### config.mk
export PLATFORM = sky130hd
export DESIGN_NAME = fetch_unit
export DESIGN_NICKNAME = d
export VERILOG_FILES = /design/src/rtl/fetch_unit.sv
export SDC_FILE = /design/constraint.sdc
export NUM_CORES = 1
export LEC_CHECK = 0
export ABC_AREA = 1
export CORE_MARGIN = 1
export CORE_UTILIZATION = 56
export CTS_CLUSTER_SIZE = 14
export DETAILED_ROUTE_END_ITERATION = 6
export GPL_TIMING_DRIVEN = 0
export MAX_ROUTING_LAYER = met4
export PLACE_DENSITY = 0.91
export RECOVER_POWER = 50
export SYNTH_ARGS = -nofsm -noshare
export SYNTH_HDL_FRONTEND = slang
export SYNTH_SLANG_ARGS = --single-unit
### constraint.sdc
create_clock -name clk_i -period 4.3 [get_ports clk_i]
set_clock_uncertainty 0.2 [all_clocks]
set_input_delay 0.43 -clock clk_i [delete_from_list [all_inputs] [get_ports clk_i]]
set_output_delay 0.43 -clock clk_i [all_outputs]
set_load 0.02 [all_outputs]
### src/rtl/fetch_unit.sv
// yarc instruction-fetch initiator: 1-cycle imem port, prefetch FIFO, redirect flush.
// Optional perf counters are enabled with FETCH_PERF_EN.
module fetch_unit #(
  parameter logic [31:0] RESET_PC = 32'h0000_0000,
  parameter int          DEPTH    = 4
) (
  input  logic        clk_i,
  input  logic        rstn_i,
  output logic        imem_read_o,
  output logic [31:0] imem_raddr_o,
  input  logic [31:0] imem_rdata_i,
  input  logic        redirect_i,
  input  logic [31:0] redirect_pc_i,
  output logic        instr_valid_o,
  input  logic        instr_ready_i,
  output logic [31:0] instr_o,
  output logic [31:0] pc_o
`ifdef FETCH_PERF_EN
  ,
  output logic [31:0] perf_fetched_o,
  output logic [31:0] perf_stall_o
`endif
);

  localparam int AW = $clog2(DEPTH);
  localparam int CW = AW + 1;

  logic [31:0]   pc_q;
  logic [CW-1:0] count_q;
  logic [AW-1:0] rd_q;
  logic [AW-1:0] wr_q;
  logic          inflight_q;
  logic          discard_q;
  logic [31:0]   pend_pc_q;
  logic [31:0]   ins_q [DEPTH];
  logic [31:0]   ipc_q [DEPTH];

  logic          pop;
  logic          pop_eff;
  logic          push;
  logic [CW:0]   occ;

  always_comb begin
    pop     = instr_valid_o & instr_ready_i;
    pop_eff = pop & ~redirect_i;
    push    = inflight_q & ~discard_q & ~redirect_i;
    occ     = {1'b0, count_q}
            + {{CW{1'b0}}, inflight_q}
            - {{CW{1'b0}}, pop};
    imem_read_o = rstn_i & ~redirect_i
                & (occ < (CW+1)'(DEPTH));
  end

  assign imem_raddr_o  = pc_q;
  assign instr_valid_o = (count_q != '0);
  assign instr_o       = ins_q[rd_q];
  assign pc_o          = ipc_q[rd_q];

  always_ff @(posedge clk_i) begin
    if (!rstn_i) begin
      pc_q       <= RESET_PC;
      count_q    <= '0;
      rd_q       <= '0;
      wr_q       <= '0;
      inflight_q <= 1'b0;
      discard_q  <= 1'b0;
      pend_pc_q  <= '0;
      for (int i = 0; i < DEPTH; i++) begin
        ins_q[i] <= '0;
        ipc_q[i] <= '0;
      end
    end else begin
      inflight_q <= imem_read_o;
      // a response still due after a redirect must not reach the FIFO
      discard_q  <= redirect_i & imem_read_o;
      if (imem_read_o) begin
        pend_pc_q <= pc_q;
      end
      if (redirect_i) begin
        pc_q    <= {redirect_pc_i[31:2], 2'b00};
        count_q <= '0;
        rd_q    <= '0;
        wr_q    <= '0;
      end else begin
        if (imem_read_o) begin
          pc_q <= pc_q + 32'd4;
        end
        if (push) begin
          ins_q[wr_q] <= imem_rdata_i;
          ipc_q[wr_q] <= pend_pc_q;
          wr_q        <= wr_q + 1'b1;
        end
        if (pop_eff) begin
          rd_q <= rd_q + 1'b1;
        end
        if (push && !pop_eff) begin
          count_q <= count_q + 1'b1;
        end else if (!push && pop_eff) begin
          count_q <= count_q - 1'b1;
        end
      end
    end
  end

  no_push_when_full: assert property (
    @(posedge clk_i) disable iff (!rstn_i)
    !(push && !pop_eff && (count_q == CW'(DEPTH)))
  );

`ifdef FETCH_PERF_EN
  logic [31:0] perf_fetched_q;
  logic [31:0] perf_stall_q;

  always_ff @(posedge clk_i) begin
    if (!rstn_i) begin
      perf_fetched_q <= '0;
      perf_stall_q   <= '0;
    end else begin
      if (pop_eff) begin
        perf_fetched_q <= perf_fetched_q + 32'd1;
      end
      if (!instr_valid_o) begin
        perf_stall_q <= perf_stall_q + 32'd1;
      end
    end
  end

  assign perf_fetched_o = perf_fetched_q;
  assign perf_stall_o   = perf_stall_q;
`endif

endmodule

Word level (Yosys, flattened, before mapping)
Memory sizes are Yosys's and may differ from the RTL's. A register that Yosys moved wholly into a read port is not among the register bits.
Cells that the tools add are included.

storage, ports and cells
  bits in registers = 73
  RAM bits = 256
  input port bits = 68
  word-level logic and storage cells = 57
  memories = 2

memory list
  memory  depth  width  read ports  clocked after memory_dff  write ports  RTL line  RTL
  ins_q   4      32     1           1                         4            35        logic [31:0] ins_q [DEPTH];
  ipc_q   4      32     1           1                         4            36        logic [31:0] ipc_q [DEPTH];

cells by class
  $add $sub $neg = 7
  magnitude comparators = 1
  mux-type cells = 19
  bitwise gates (word level) = 10
  reductions and logical operators = 10

operators with widths
  cell                     count
  $mux W32                 4
  $reduce_or A32 Y1        2
  $add A32 B3 Y32 const B  1
  $mux W2                  6
  $and A1 B1 Y1            7
  $mux W1                  7
  $mux W3                  2
  $add A2 B1 Y2 const B    2
  $add A3 B1 Y4            1
  $lt A4 B3 Y1 const B     1
  $reduce_bool A2 Y1       2
  $sub A4 B1 Y4            1
  $add A3 B1 Y3 const B    1
  $not A1 Y1               3
  $reduce_bool A3 Y1       1
  $sub A3 B1 Y3 const B    1
  $logic_and A1 B1 Y1      2
  $logic_not A1 Y1         2
  $reduce_or A2 Y1         1

Longest topological paths before layout
Gate-level depths: netlist of run 1.

  word-level depth = 9
  depth in mapped cells = 18
  gate-level depth less buffers = 17

Worst setup path before layout of run 1
Ideal clock, no wire load.

  kind = input -> register
  start point = input rstn_i
  end point = memory ins_q[1][0] (enable)
  setup time = 0.421 ns
  arrival = 2.656 ns
  path slack = 1.022 ns
  cell stages on the path = 9
  cell sequence = buf_4 inv_2 nor2_8 inv_2 nor2_4 nand2_1 buf_2 buf_2 nand2_1

RTL lines
  item             RTL line  RTL
  start, declared  8         input logic rstn_i,
  end, declared    35

==> out/metrics.yaml, run 1 <==
met2WireLength_um: 20190
die_area_mm2: 0.02650
post_synth_and_or_nand_nor_area_fraction_pct: 19.83
chipHeight_um: 162.8
synthDominantCellAreaShare_pct: 51.43
first_pass_grt_wire_length_um: 62780
dpl-instance-area_mm2: 0.01652
syn_inst: 1563
power_switching_w: 0.001600
unrepaired_setup_endpoints_after_global_routing: "no"
netlist_top_cells_count: "nor2_1, edfxtp_1, nand2_1, o21ai_0, inv_1"
synth_compound_area_share_pct: 11.37
comb_power_share_pct: 9.2
synthTopCellsByArea: "edfxtp_1, nor2_1, dfxtp_1"
globalRoute.totalOverflow: 0
ant_nets: 0
drt_wirelength_um: 41180
drt_drc_violations_left: 0
synth_top_family_by_area: "simple AND/OR/NAND/NOR gates"
crit_path_top_delay_cell: "nand2_4"
required_ns: 4.27
core_area_mm2: 0.02525
power_frac_clock_pct: 39.2
worst_ep_arrival_time_ns: 4.04
synth-edff-count: 248
timing.critical_path.from_type: "input pin"
gr-usage-all-layers_pct: 31.90
dp.final_hpwl_um: 27170
critical_path_sink_type: "flop"
total_number_of_vias: 12230
synth.most_common_cell: "nor2_1"
floorplan.initialDensity_pct: 57.33
synth.ff_latch_count: 319
violations: "max-capacitance violations, max-slew violations"
final_min_period_over_clock_period_pct: 94.62
grt_start_max_net_pins: 63
clk_sink_count: 319
yosysTopAreaCell: "edfxtp_1"
run_status: "complete, but fails checks"
cp_slowest_stage_delay_ns: 0.81
cellLeakagePower_nw: 6.688
drt_first_pass_iters: 5
muxShareOfSynthArea_pct: 0
cts_tree: "yes"
routabilityCongestion: 0.9581
syn_area_per_cell_um2: 9.264
number_of_primary_i_o_pins: 166
detailroute.wirelength.met3_um: 4014
internal_power_w: 0.005237
hold_vio_cnt_final: 0
synth.yosys.seq_area_share_pct: 61.25
crit_path_cell_trace: "dlygate4sd3_1 > clkbuf_1 > inv_1 > nor2_8 > inv_1 > nor2_1 > nand2_1 > clkbuf_1 > clkbuf_1 > nand2_4"
finalSetupViolations: 0
timing.fmax_mhz: 245.8
yosys.area_share.xor_xnor_pct: 0
synthDistinctLibCells: 37
post_synth_adder_cell_area_pct: 0.5703
finalCriticalPeriod_ns: 4.069
p_seq_share_pct: 51.6
nets: 1833
yosys_most_used_dff: "edfxtp_1"
port_buffers: 158
drt_iter0_markers: 1656
later_pin_clock_latency_in_the_skew_report_ns: 0.56
detail_route.wirelength.met1_um: 15520
max-cap-violations: 1
max-slew-margin-rel_pct: -15.11
clock_tree.root_cell: "clkbuf_16"
clk_transition_reported_paths_ns: 0.06
cp_common_cell: "clkbuf_1"
async_set_or_reset_flop_fraction_in_the_synthesized_netlist_pct: 0
power.density_mw_per_mm2: 391.8
clock_path_buffers: 3
vias_in_the_first_global_route: 11900
sw_frac_of_total_pct: 23.40
setup.worst_path.class: "input pin to flop"
drv_slew: 63
antenna_found_initial: 0
flow.area_growth_from_synthesis_pct: 20.51
top_routing_layer_in_use: "met4"
post_drt_wl_per_cell_um: 19.49
share_of_layout_cells_above_drive_strength_1_pct: 5.440
hp-class: "flop to flop"
ys.warnings.count: 0
die_width_um: 162.8
n_antenna_cell: 0
irDropWorstVdd_mv: 0.3672
totalPowerFinal_w: 0.006837
numCtsBuffers: 31
final_design_area_no_fill_mm2: 0.01745
ctsHtreeMaxLevel: 1
synth_area_mm2: 0.01448
row_count: 58
worst-path-max-fanout: 62
vias_per_cell: 5.789
worst_pin_slew_ns: 1.721
## cells in the final DEF (no fill, tap or decap), types with 7 or more instances in the layout
cell type / Yosys / layout
a21oi_1: 62 / 62
buf_2: 35 / 11
buf_4: 9 / 7
clkbuf_1: 47 / 84
clkbuf_16: 0 / 33
clkdlybuf4s50_1: 0 / 127
clkinv_1: 1 / 14
dfxtp_1: 71 / 71
dlygate4sd3_1: 0 / 32
edfxtp_1: 248 / 248
inv_1: 124 / 129
nand2_1: 178 / 175
nand2_2: 8 / 9
nand3_1: 58 / 58
nor2_1: 407 / 418
nor3_1: 7 / 7
o21ai_0: 140 / 147
o21ai_1: 30 / 23
o22ai_1: 62 / 62
## timing repair
action / CTS / global route
buffers inserted: 0 / 0
hold endpoints to repair: 2 / 0
gates resized for setup: 0 / 0
hold buffers: 1 / 0
## cells by family (layout without fill, tap and decap cells)
group,Yosys count,count (layout)
buf+inv,241,457
flops,319,319
compound gates,307,307
other cells,1,5
fa+ha+maj,6,6
simple gates,689,689
## layout make-up
cell class                      count  area [µm²]
Fill cell                        1794        7805
Inverter                          147       553.0
Clock buffer                       45       890.9
Buffer                             94       407.9
Tap cell                          330       412.9
Clock inverter                     12       120.1
Multi-Input combinational cell   1007        4604
Timing Repair Buffer              159        1592
Sequential cell                   319        8869
## metrics by stage
stage / setup TNS (ns) / setup WS, ns / utilization [%] / std cells / hold slack, ns
after global placement: -114.91 / -0.6053 / 65.29 / 2055 / 0.2485
after detailed placement: 0 / 0.5491 / 65.41 / 2055 / 0.2635
final: 0 / 0.2312 / 69.09 / 2113 / 0.2716
after CTS: 0 / 0.2280 / 69.45 / 2113 / 0.2765
after floorplan: 0 / 1.022 / - / 1567 / 0.2356
after global routing: 0 / 0.02333 / 69.09 / 2113 / 0.3008
## metal layers
| metal | vias to the layer above | GRT usage (%) |
|---|---|---|
| li1 | 5615 | - |
| met4 | 0 | 12.53 |
| met1 | 5694 | 39.90 |
| met5 | - | - |
| met2 | 814 | 53.17 |
| met3 | 110 | 3.641 |
## registers in the layout (all words and copies together), names as in the netlist, named ones only
register      cells
count_q           3
discard_q         1
imem_raddr_o     30
inflight_q        1
ins_q           128
ipc_q           120
pend_pc_q        30
rd_q              2
wr_q              2
## worst max-delay path: cells and delay by family
kind                   cells  cell delay [ns]
buffers and inverters      6             2.04
and+or+nand+nor            4             1.53
## power groups by stage
| stage | combinational, W | sequential [W] | clock, W |
|---|---|---|---|
| after floorplan | 0.000335 | 0.00359 | 0 |
| after global placement | 0.000616 | 0.00359 | 0 |
| after detailed placement | 0.000633 | 0.00359 | 0 |
| after CTS | 0.000642 | 0.00353 | 0.00268 |
| after global routing | 0.000674 | 0.00354 | 0.00280 |
| final | 0.000630 | 0.00353 | 0.00268 |
## worst paths after layout
| kind | start | to | slack (ns) | cells past startpoint |
|---|---|---|---|---|
| max | rstn_i | ins_q[1][13] | 0.23 | 10 |
| min | rd_q[1] | flop | 0.27 | 2 |
| max reg2reg | inflight_q | ins_q[1][13] | 0.89 | 8 |
| min reg2reg | rd_q[1] | flop | 0.27 | 2 |
Note: power is estimated with default switching activity, not from simulation.
==> inputs of run 2 (changes only) <==
--- a/constraint.sdc
+++ b/constraint.sdc
@@ -3,3 +3,3 @@
 set_input_delay 0.43 -clock clk_i [delete_from_list [all_inputs] [get_ports clk_i]]
 set_output_delay 0.43 -clock clk_i [all_outputs]
-set_load 0.02 [all_outputs]
+set_load 0.1 [all_outputs]
==> out/metrics.yaml, run 2 (synthesis gave the netlist of run 1 again) <==
critical_path_sink_type: "primary output"
grt_start_max_net_pins: 63  # unchanged
finalHoldWorstSlack_ns: 0.2768  # +0.005242 ns
later_pin_clock_latency_in_the_skew_report_ns: 0.56  # about the same
globalRoute.totalOverflow: 0  # unchanged
vias_in_the_first_global_route: 11890  # -0.067%
gr-usage-met3_pct: 3.565  # -0.076 points
total_number_of_vias: 12280  # +0.38%
ctsHtreeMaxLevel: 1  # unchanged
largest_reg_flops: 128  # unchanged
cellLeakagePower_nw: 7.198  # +7.6%
numCtsBuffers: 31  # unchanged
floorplan.initialDensity_pct: 57.33  # unchanged
n_antenna_cell: 0  # unchanged
flow.area_growth_from_synthesis_pct: 21.16
irDropWorstVdd_mv: 0.3675  # about the same
cts_tree: "yes"
fin_setup_tns_ns: 0  # unchanged
row_count: 58  # unchanged
cp_slowest_stage_delay_ns: 1.18  # +0.37 ns
ant_nets: 0  # unchanged
worst_pin_slew_ns: 1.675  # -0.04505 ns
drt_iter0_markers: 1624  # -1.9%
finalSetupViolations: 0  # unchanged
biggestRegsByFlops: "ins_q: 128 flops, ipc_q: 120 flops"
instances_no_fill: 2113  # unchanged
drv_slew: 63  # unchanged
finalCriticalPeriod_ns: 4.239  # +0.1707 ns
number_of_primary_i_o_pins: 166  # unchanged
antenna_found_initial: 0  # unchanged
grt_peak_use_layer: "met2"
crit_path_cell_trace: "clkbuf_1 > buf_2 > clkbuf_1 > nor2_1 > o22ai_1 > clkdlybuf4s50_1"
power.density_mw_per_mm2: 408.9  # +4.4%
drt_wirelength_um: 41520  # +0.82%
clk_transition_reported_paths_ns: 0.06  # about the same
drt_drc_violations_left: 0  # unchanged
required_ns: 3.67  # -0.60 ns
hp-class: "flop to flop"
clk_sink_count: 319  # unchanged
vias_per_cell: 5.812  # +0.38%
worst-path-max-fanout: 10  # -84%
chipHeight_um: 162.8  # unchanged
placedCellCount: 2055  # unchanged
die_area_mm2: 0.02650  # unchanged
cp_common_cell: "clkbuf_1"
hold_vio_cnt_final: 0  # unchanged
share_of_layout_cells_above_drive_strength_1_pct: 5.945  # +0.50 points
hp_start: "rd_q[1]"
post_drt_wl_per_cell_um: 19.65  # +0.82%
crit_path_top_delay_cell: "clkdlybuf4s50_1"
timing.fmax_mhz: 235.9  # -4.0%
dp.final_hpwl_um: 27170  # unchanged
core_area_mm2: 0.02525  # unchanged
gr-usage-all-layers_pct: 31.90  # about the same
sequential_cell_area_mm2: 0.008869  # unchanged
clock_tree.root_cell: "clkbuf_16"
multiInputGateArea_mm2: 0.004593  # -0.24%
totalPowerFinal_w: 0.007173  # +4.9%
cts_post_setup_buffers_inserted: 0  # unchanged
port_buffers: 158  # unchanged
run_status: "complete, but fails checks"
routabilityCongestion: 0.9581  # unchanged
first_pass_grt_wire_length_um: 62800  # about the same
global_route.usage.met2_pct: 53.27  # +0.097 points
worstReg2RegStart: "inflight_q"
clock_path_buffers: 3  # unchanged
drt_first_pass_iters: 6  # +1
violations: "max-capacitance violations, max-slew violations"
setup.worst_path.class: "flop to primary output"
nFillCells: 1785  # -0.50%
global_route.usage.met1_pct: 39.93  # about the same
max-cap-violations: 1  # unchanged
final_min_period_over_clock_period_pct: 98.59  # +4.0 points
worst_ep_arrival_time_ns: 3.61  # -0.43 ns
mostFrequentLayoutCells: "nor2_1, edfxtp_1, nand2_1"
die_width_um: 162.8  # unchanged
max-slew-margin-rel_pct: -12.09  # +3.0 points
nets: 1833  # unchanged
largest-register: "ins_q"
unrepaired_setup_endpoints_after_global_routing: "no"
commonest_non_fill_non_tap_cell_in_the_layout: "nor2_1"
timing.critical_path.from_type: "flop"
## run 2: cell count changes in the layout (fill, tap and decap cells not counted), sizes merged
cell / change
buf: +6
dlymetal6s2s: +44
clkbuf: -5
dlygate4sd2: +6
dlygate4sd3: -16
clkdlybuf4s50: -35
## run 2: final cells by class
type                    count  share of cell area (%)
flip-flops and latches    319                   50.55
multi-input cells        1007                   26.18
repair buffers            159                   9.628
clock buffers              45                   5.078
inverters                 147                   3.152
plain buffers              94                   2.368
well taps                 330                   2.354
clock inverters            12                  0.6847
## run 2: critical path, delay by kind of cell, from the launching register on
kind                   cells  cell delay [ns]
flip-flops                 1             0.35
AO/OA/AOI/OAI              1             0.22
AND/OR/NAND/NOR            1             0.10
buffers and inverters      4             2.38
## run 2: what timing repair did
action,4_1_cts,5_1_grt
gates resized for setup,8,45
endpoints found under the setup margin,7,45
hold buffers,1,0
endpoints found under the hold margin,2,0
cloned,0,0
## run 2: metrics by stage
step	area [µm²]	utilization (%)	setup slack, ns
floorplan	14490	-	0.6591
CTS	17530	69.42	0.002562
finish	17540	69.47	0.06056
global placement	16490	65.29	-0.6053
detailed placement	16520	65.41	0.01816
global route	17540	69.47	0.001847
## run 2: worst paths after layout
check | slack [ns] | cells past startpoint | end
worst min register to register | 0.28 | 2 | flop
worst max register to register | 1.24 | 6 | ins_q[3][26]
worst max-delay path | 0.06 | 6 | pc_o[11]
worst min-delay path | 0.28 | 2 | flop
## run 2: routing by layer
metal	part of all wire (%)	vias up
met1	38	5791
met3	9.4	101
li1	-	5625
met4	3.5	0
met5	0	-
met2	49	763
## run 2: power breakdown
group / switching (W) / internal, W
clock: 0.00113 / 0.00156
sequential: 0.0000768 / 0.00345
combinational: 0.000734 / 0.000225
total: 0.00194 / 0.00523
